## config.mk

```make
export PLATFORM = sky130hd
export DESIGN_NAME = alu_issue_stage_flat
export DESIGN_NICKNAME = d
export VERILOG_FILES = /design/src/rtl/alu_issue_stage_pkg.sv /design/src/rtl/alu_issue_stage_if.sv /design/src/rtl/alu_issue_stage_regfile.sv /design/src/rtl/alu_issue_stage.sv /design/src/flat_wrapper.sv
export SDC_FILE = /design/constraint.sdc
export NUM_CORES = 1
export LEC_CHECK = 0
export ABC_AREA = 1
export BUFFER_PORTS_ARGS = -buffer_cell sky130_fd_sc_hd__buf_2
export CAP_MARGIN = 15
export CORE_MARGIN = 3
export CORE_UTILIZATION = 50
export DETAILED_ROUTE_END_ITERATION = 7
export PLACE_DENSITY = 0.77
export SYNTH_ARGS = -nofsm -noshare
export SYNTH_HDL_FRONTEND = slang
export SYNTH_SLANG_ARGS = --single-unit
```

## constraint.sdc

```tcl
create_clock -name clk -period 3.8 [get_ports clk]
set_input_delay 0 -clock clk [delete_from_list [all_inputs] [get_ports clk]]
set_output_delay 0 -clock clk [all_outputs]
set_load 0.01 [all_outputs]
```

## src/rtl/alu_issue_stage_pkg.sv

```systemverilog
// Shared definitions for the alu issue stage: opcodes, instruction fields, FSM states.
// Latency: n/a (definitions only).
// Backpressure: n/a.
package alu_issue_stage_pkg;

    // Opcodes understood by the downstream 4-bit alu, plus the local load-immediate.
    localparam logic [3:0] OP_NOT  = 4'h0;
    localparam logic [3:0] OP_AND  = 4'h1;
    localparam logic [3:0] OP_NAND = 4'h2;
    localparam logic [3:0] OP_OR   = 4'h3;
    localparam logic [3:0] OP_NOR  = 4'h4;
    localparam logic [3:0] OP_XOR  = 4'h5;
    localparam logic [3:0] OP_XNOR = 4'h6;
    localparam logic [3:0] OP_SHIFT= 4'h7;
    localparam logic [3:0] OP_ADD  = 4'h8;
    localparam logic [3:0] OP_SUB  = 4'h9;
    localparam logic [3:0] OP_MUL  = 4'hA;
    localparam logic [3:0] OP_DIV  = 4'hB;
    localparam logic [3:0] OP_LDI  = 4'hC;

    // Instruction field bit positions; imm overlaps the low bits of rs2.
    localparam int OP_HI  = 15;
    localparam int OP_LO  = 12;
    localparam int RD_HI  = 11;
    localparam int RD_LO  = 9;
    localparam int RS1_HI = 8;
    localparam int RS1_LO = 6;
    localparam int RS2_HI = 5;
    localparam int RS2_LO = 3;
    localparam int IMM_HI = 3;
    localparam int IMM_LO = 0;

    typedef enum logic [1:0] {
        ST_IDLE = 2'd0,
        ST_EXEC = 2'd1,
        ST_WB   = 2'd2
    } state_t;

    // Ops D-F have no meaning and retire with an error.
    function automatic logic op_is_illegal(input logic [3:0] op);
        return op > OP_LDI;
    endfunction

endpackage

```

## src/rtl/alu_issue_stage_if.sv

```systemverilog
// Issue-stage bus bundle: instruction handshake, alu operand/result lines, retire and debug read.
// Latency: n/a (wiring only).
// Backpressure: in_ready gates in_valid; other lines are unqualified.
interface alu_issue_stage_if #(
    parameter int DW = 4,
    parameter int RW = 3
);
    logic              in_valid;
    logic              in_ready;
    logic [15:0]       in_inst;
    logic [DW-1:0]     alu_x;
    logic [DW-1:0]     alu_y;
    logic [3:0]        alu_op;
    logic [DW-1:0]     alu_o;
    logic [2*DW-1:0]   alu_prod;
    logic [DW-1:0]     alu_rem;
    logic              done;
    logic              err;
    logic [RW-1:0]     dbg_addr;
    logic [DW-1:0]     dbg_data;

    // Issue-stage side.
    modport slave (
        input  in_valid, in_inst, alu_o, alu_prod, alu_rem, dbg_addr,
        output in_ready, alu_x, alu_y, alu_op, done, err, dbg_data
    );

    // Instruction source / alu / debug side.
    modport master (
        output in_valid, in_inst, alu_o, alu_prod, alu_rem, dbg_addr,
        input  in_ready, alu_x, alu_y, alu_op, done, err, dbg_data
    );
endinterface

```

## src/rtl/alu_issue_stage_regfile.sv

```systemverilog
// Register file NREGS x DW: two operand reads, one debug read, two write ports.
// Latency: reads combinational, writes take effect at the clock edge.
// Backpressure: none; callers never write the same index on both ports.
module alu_issue_stage_regfile #(
    parameter int NREGS = 8,
    parameter int DW    = 4,
    parameter int RW    = $clog2(NREGS)
)(
    input  logic          clk,
    input  logic          rst,
    input  logic [RW-1:0] i_ra0,
    input  logic [RW-1:0] i_ra1,
    input  logic [RW-1:0] i_dbg_addr,
    output logic [DW-1:0] o_rd0,
    output logic [DW-1:0] o_rd1,
    output logic [DW-1:0] o_dbg,
    input  logic          i_we0,
    input  logic [RW-1:0] i_wa0,
    input  logic [DW-1:0] i_wd0,
    input  logic          i_we1,
    input  logic [RW-1:0] i_wa1,
    input  logic [DW-1:0] i_wd1
);
    logic [DW-1:0] r_mem [NREGS];

    assign o_rd0 = r_mem[i_ra0];
    assign o_rd1 = r_mem[i_ra1];
    assign o_dbg = r_mem[i_dbg_addr];

    // Storage: cleared on reset, port 1 carries the high half of MUL/DIV pairs.
    always_ff @(posedge clk or posedge rst) begin
        if (rst) begin
            for (int i = 0; i < NREGS; i++) begin
                r_mem[i] <= '0;
            end
        end else begin
            if (i_we0) r_mem[i_wa0] <= i_wd0;
            if (i_we1) r_mem[i_wa1] <= i_wd1;
        end
    end
endmodule

```

## src/rtl/alu_issue_stage.sv

```systemverilog
// Operand/issue stage for the 4-bit alu: reads regs, drives alu, writes results back.
// Latency: done 2 cycles after accept, next accept 3 cycles after accept.
// Backpressure: in_ready high only in IDLE; one instruction in flight.
module alu_issue_stage
    import alu_issue_stage_pkg::*;
#(
    parameter int NREGS = 8,
    parameter int DW    = 4
)(
    input  logic clk,
    input  logic rst,
    alu_issue_stage_if.slave bus
);
    localparam int RW = $clog2(NREGS);

    state_t          r_state;
    logic            r_in_ready;
    logic            r_done;
    logic            r_err;
    logic [DW-1:0]   r_alu_x;
    logic [DW-1:0]   r_alu_y;
    logic [3:0]      r_alu_op;
    logic [3:0]      r_op;
    logic [RW-1:0]   r_rd;
    logic [DW-1:0]   r_imm;
    logic [DW-1:0]   r_o;
    logic [DW-1:0]   r_rem;
    logic [2*DW-1:0] r_prod;

    logic [3:0]      w_op;
    logic [RW-1:0]   w_rs1;
    logic [RW-1:0]   w_rs2;
    logic [DW-1:0]   w_rd0;
    logic [DW-1:0]   w_rd1;
    logic            w_accept;
    logic            w_err;
    logic            w_we0;
    logic            w_we1;
    logic [DW-1:0]   w_wd0;
    logic [DW-1:0]   w_wd1;

    assign w_op     = bus.in_inst[OP_HI:OP_LO];
    assign w_rs1    = RW'(bus.in_inst[RS1_HI:RS1_LO]);
    assign w_rs2    = RW'(bus.in_inst[RS2_HI:RS2_LO]);
    assign w_accept = bus.in_valid && r_in_ready;

    // Divide-by-zero is judged on the operand actually presented to the alu.
    assign w_err = op_is_illegal(r_op) || ((r_op == OP_DIV) && (r_alu_y == '0));

    // Writes happen during WB only when the instruction retired cleanly.
    assign w_we0 = (r_state == ST_WB) && !r_err;
    assign w_we1 = w_we0 && ((r_op == OP_MUL) || (r_op == OP_DIV));
    assign w_wd0 = (r_op == OP_LDI) ? r_imm :
                   (r_op == OP_MUL) ? r_prod[DW-1:0] : r_o;
    assign w_wd1 = (r_op == OP_MUL) ? r_prod[2*DW-1:DW] : r_rem;

    assign bus.in_ready = r_in_ready;
    assign bus.alu_x    = r_alu_x;
    assign bus.alu_y    = r_alu_y;
    assign bus.alu_op   = r_alu_op;
    assign bus.done     = r_done;
    assign bus.err      = r_err;

    alu_issue_stage_regfile #(
        .NREGS (NREGS),
        .DW    (DW),
        .RW    (RW)
    ) u_regfile (
        .clk        (clk),
        .rst        (rst),
        .i_ra0      (w_rs1),
        .i_ra1      (w_rs2),
        .i_dbg_addr (bus.dbg_addr),
        .o_rd0      (w_rd0),
        .o_rd1      (w_rd1),
        .o_dbg      (bus.dbg_data),
        .i_we0      (w_we0),
        .i_wa0      (r_rd),
        .i_wd0      (w_wd0),
        .i_we1      (w_we1),
        .i_wa1      (r_rd + RW'(1)),
        .i_wd1      (w_wd1)
    );

    // Issue FSM: latch inst and operands on accept, capture alu results in EXEC, retire in WB.
    always_ff @(posedge clk or posedge rst) begin
        if (rst) begin
            r_state    <= ST_IDLE;
            r_in_ready <= 1'b1;
            r_done     <= 1'b0;
            r_err      <= 1'b0;
            r_alu_x    <= '0;
            r_alu_y    <= '0;
            r_alu_op   <= '0;
            r_op       <= '0;
            r_rd       <= '0;
            r_imm      <= '0;
            r_o        <= '0;
            r_rem      <= '0;
            r_prod     <= '0;
        end else begin
            case (r_state)
                ST_IDLE: begin
                    if (w_accept) begin
                        r_op       <= w_op;
                        r_rd       <= RW'(bus.in_inst[RD_HI:RD_LO]);
                        r_imm      <= DW'(bus.in_inst[IMM_HI:IMM_LO]);
                        r_in_ready <= 1'b0;
                        r_state    <= ST_EXEC;
                        // Only real alu ops disturb the alu lines; LDI and illegal ops leave them.
                        if (w_op <= OP_DIV) begin
                            r_alu_x  <= w_rd0;
                            r_alu_y  <= w_rd1;
                            r_alu_op <= w_op;
                        end
                    end
                end
                ST_EXEC: begin
                    r_o     <= bus.alu_o;
                    r_rem   <= bus.alu_rem;
                    r_prod  <= bus.alu_prod;
                    r_done  <= 1'b1;
                    r_err   <= w_err;
                    r_state <= ST_WB;
                end
                ST_WB: begin
                    r_done     <= 1'b0;
                    r_err      <= 1'b0;
                    r_in_ready <= 1'b1;
                    r_state    <= ST_IDLE;
                end
                default: begin
                    r_done     <= 1'b0;
                    r_err      <= 1'b0;
                    r_in_ready <= 1'b1;
                    r_state    <= ST_IDLE;
                end
            endcase
        end
    end
endmodule

```

## src/flat_wrapper.sv

```systemverilog
// flat-port wrapper written by rule: the top's interface ports become plain ports
module alu_issue_stage_flat import alu_issue_stage_pkg::*;
#(
    parameter int NREGS = 8,
    parameter int DW    = 4
)
  (clk, rst, bus_in_valid, bus_in_inst, bus_alu_o, bus_alu_prod, bus_alu_rem, bus_dbg_addr, bus_in_ready, bus_alu_x, bus_alu_y, bus_alu_op, bus_done, bus_err, bus_dbg_data);
  alu_issue_stage_if #(.DW(DW), .RW(3)) bus_i ();
  input  logic clk;
  input  logic rst;
  input wire logic [$bits(bus_i.in_valid)-1:0] bus_in_valid;
  input wire logic [$bits(bus_i.in_inst)-1:0] bus_in_inst;
  input wire logic [$bits(bus_i.alu_o)-1:0] bus_alu_o;
  input wire logic [$bits(bus_i.alu_prod)-1:0] bus_alu_prod;
  input wire logic [$bits(bus_i.alu_rem)-1:0] bus_alu_rem;
  input wire logic [$bits(bus_i.dbg_addr)-1:0] bus_dbg_addr;
  output wire logic [$bits(bus_i.in_ready)-1:0] bus_in_ready;
  output wire logic [$bits(bus_i.alu_x)-1:0] bus_alu_x;
  output wire logic [$bits(bus_i.alu_y)-1:0] bus_alu_y;
  output wire logic [$bits(bus_i.alu_op)-1:0] bus_alu_op;
  output wire logic [$bits(bus_i.done)-1:0] bus_done;
  output wire logic [$bits(bus_i.err)-1:0] bus_err;
  output wire logic [$bits(bus_i.dbg_data)-1:0] bus_dbg_data;
  assign bus_i.in_valid = bus_in_valid;
  assign bus_i.in_inst = bus_in_inst;
  assign bus_i.alu_o = bus_alu_o;
  assign bus_i.alu_prod = bus_alu_prod;
  assign bus_i.alu_rem = bus_alu_rem;
  assign bus_i.dbg_addr = bus_dbg_addr;
  assign bus_in_ready = bus_i.in_ready;
  assign bus_alu_x = bus_i.alu_x;
  assign bus_alu_y = bus_i.alu_y;
  assign bus_alu_op = bus_i.alu_op;
  assign bus_done = bus_i.done;
  assign bus_err = bus_i.err;
  assign bus_dbg_data = bus_i.dbg_data;
  alu_issue_stage #(.NREGS(NREGS), .DW(DW)) u_core (.clk(clk), .rst(rst), .bus(bus_i));
endmodule
```

==> flow_summary.json <==
{
  "outcome": "finished clean",
  "cts_buffers": 9,
  "final-hold-violation-count": 0,
  "synth_common_cells": "nand2_1, inv_1, dfrtp_1",
  "clockBufferDepth": 2,
  "slowest_stage": "dfrtp_1",
  "slowest_delay_ns": 0.61,
  "fin_hold_ws_ns": 0.0519,
  "start_util_pct": 52.1,
  "die_y_um": 102,
  "crit_chain": "ha_1, inv_1, nand2_1, nand2_1, nor2_1, nand3_2, nand2_1, inv_1, a21oi_1",
  "max_freq_mhz": 518,
  "clock_latency_ns": 0.36,
  "drv_cap": 0,
  "slew_viol_final": 0,
  "postRouteWirelength_um": 13200,
  "drtAntennaViolNets": 0,
  "cts_num_sinks": 76,
  "synth-seq-area-share_pct": 41.5,
  "p_per_area_nw_per_um2": 737,
  "grt_pass1_wl_um": 21700,
  "nets": 767,
  "first_pass_iters": 7,
  "yosysUniqueCellTypes": 27,
  "dr_total_vias": 4774,
  "die_width_um": 102,
  "routed_via_density": 5.68,
  "regArea_um2": 1900,
  "cts_tree": "built",
  "drc": 0,
  "routabilityCongestion": 0.883,
  "max_slew_margin_pct": 49.9,
  "period_share_pct": 50.8,
  "synth.largest_area_cell": "dfrtp_1",
  "crit_family": "simple AND/OR/NAND/NOR gates",
  "yosys-top-cells-area": "dfrtp_1, nand2_1, nand3_1",
  "yosysWarnings": 0,
  "n_antenna_cell": 0,
  "fin_util_pct": 61.5,
  "gr-total-overflow": 0,
  "htree_levels": 3,
  "synthDominantCellAreaShare_pct": 40.9,
  "path_buf_inv": 2,
  "synth.cell_area_um2": 4590,
  "worstPathArrival_ns": 2.20,
  "wl_per_cell_um": 15.7,
  "setup_viol": 0,
  "fillCellCount": 761,
  "clk_pin_slew_worst_paths_ns": 0.09,
  "ys_async_sr_fraction_pct": 100,
  "fin_setup_tns_ns": 0,
  "grt_max_degree": 42,
  "worst_slew_pin_slew_ns": 0.751,
  "avgSynthCellArea_um2": 6.98,
  "cp.required_ns": 4.07,
  "syn_nets": 696,
  "synth.most_common_cell": "nand2_1",
  "worstSetupStartpointType": "flop",
  "antenna_found_initial": 0,
  "min_period_ns": 1.93,
  "syn2layout_area_growth_pct": 18.2,
  "cp_common_cell": "nand2_1",
  "fp.dieArea_um2": 10400,
  "crit_type": "reg -> reg",
  "rsz0062_at_grt": "no",
  "cp-end-kind": "flop",
  "drt_iter0_markers": 395,
  "synth_edf_count": 0,
  "core_area_um2": 8810,
  "multi_input_area_um2": 2260,
  "cts_root_buf": "clkbuf_8",
  "grt_usage_pct": 26.7,
  "num_rows": 34,
  "min_path_type": "in -> reg",
  "synth_seq_cells": 76,
  "finClkSkew_ns": 0.0159,
  "hpwl_um": 8980,
  "grt_pass1_vias": 4592,
  "drive_gt1_share_pct": 14.3,
  "ios": 57,
  "p_leak_nw": 2.82,
  "port_buffers": 56,
  "ir_worst_vdd_mv": 0.368,
  "cp_max_fo": 10,
  "ys.flop_type": "dfrtp_1",
  "synth_cells": 657
}
[kinds of logic after synthesis]
family / synth area share, %
AO/OA/AOI/OAI: 16.2
adder cells (fa/ha/maj): 0.273
AND/OR/NAND/NOR: 32.9
buffers and inverters: 9.11
flip-flops: 41.5
[area by class of cell]
| type | instances | area share, % |
|---|---|---|
| Multi-Input combinational cell | 473 | 41.8 |
| Sequential cell | 76 | 35.1 |
| Timing Repair Buffer | 85 | 10.4 |
| Inverter | 83 | 5.75 |
| Tap cell | 108 | 2.49 |
| Clock buffer | 10 | 2.36 |
| Clock inverter | 6 | 2.05 |
[through the flow]
step / instances / worst slack (ns) / power (mW) / area [um^2]
after floorplan: 657 / 1.86 / 2.65 / 4590
after global placement: 798 / 2.09 / 3.09 / 4910
after detailed placement: 798 / 2.01 / 3.17 / 4910
after CTS: 841 / 1.91 / 3.96 / 5420
after global routing: 841 / 1.71 / 4.29 / 5420
final: 841 / 1.87 / 3.99 / 5420
[tightest hold or removal path, delay by kind of cell]
family | cells | cell delay (ns)
buf+inv | 1 | 0.14
simple gates | 3 | 0.24
[sequential cells by signal, indices dropped and copies added (netlist names), 2 cells and up]
register                cells
u_core.r_state              2
u_core.u_regfile.r_mem     32
u_core.bus.alu_y            4
u_core.bus.alu_op           4
u_core.r_o                  4
u_core.r_prod               8
u_core.r_imm                4
u_core.r_op                 4
u_core.r_rd                 3
u_core.bus.alu_x            4
u_core.r_rem                4
[placed cells by master (no fill, tap or decap), types with 3 or more instances in the layout]
master         instances
buf_2                 56
inv_1                 77
a21oi_1               58
inv_2                  6
nand3_1               72
bufinv_16              3
o21ai_0               47
o211ai_1              16
o21ai_4                3
nand3_2               14
nand2_1              191
clkbuf_8               9
nor2_4                 4
nor2_1                53
dlygate4sd3_1         27
or2_1                  3
dfrtp_1               75
[power by group]
| part | internal [mW] | switching, mW |
|---|---|---|
| logic | 0.572 | 1.13 |
| registers | 1.18 | 0.358 |
| clock network | 0.438 | 0.315 |
[final timing paths]
path                                 startpoint                          to  slack, ns  cells past startpoint
worst max-delay path             u_core.r_rd[0]  u_core.u_regfile.r_mem[13]       1.87                      9
worst min-delay path             bus_in_inst[8]         u_core.bus.alu_x[1]       0.05                      4
worst max register to register   u_core.r_rd[0]  u_core.u_regfile.r_mem[13]       1.87                      9
worst min register to register  u_core.r_rem[2]             u_core.r_rem[2]       0.48                      2
max in group asynchronous                   rst         u_core.bus.in_ready       2.47                      4
min in group asynchronous                   rst        u_core.bus.alu_op[0]       0.31                      3
[metal layers]
layer / track usage (%) / vias up / share of wire (%)
li1: - / 2255 / -
met1: 35.4 / 2225 / 42
met2: 41.9 / 245 / 46
met3: 5.65 / 49 / 8.5
met4: 12.9 / 0 / 3.6
met5: 0 / - / 0
[timing repair]
action,4_1_cts,5_1_grt
hold buffers,27,0
endpoints found under the hold margin,65,0
resized for setup,0,0
setup buffers,0,0
Note: power is estimated with default switching activity, not from simulation.
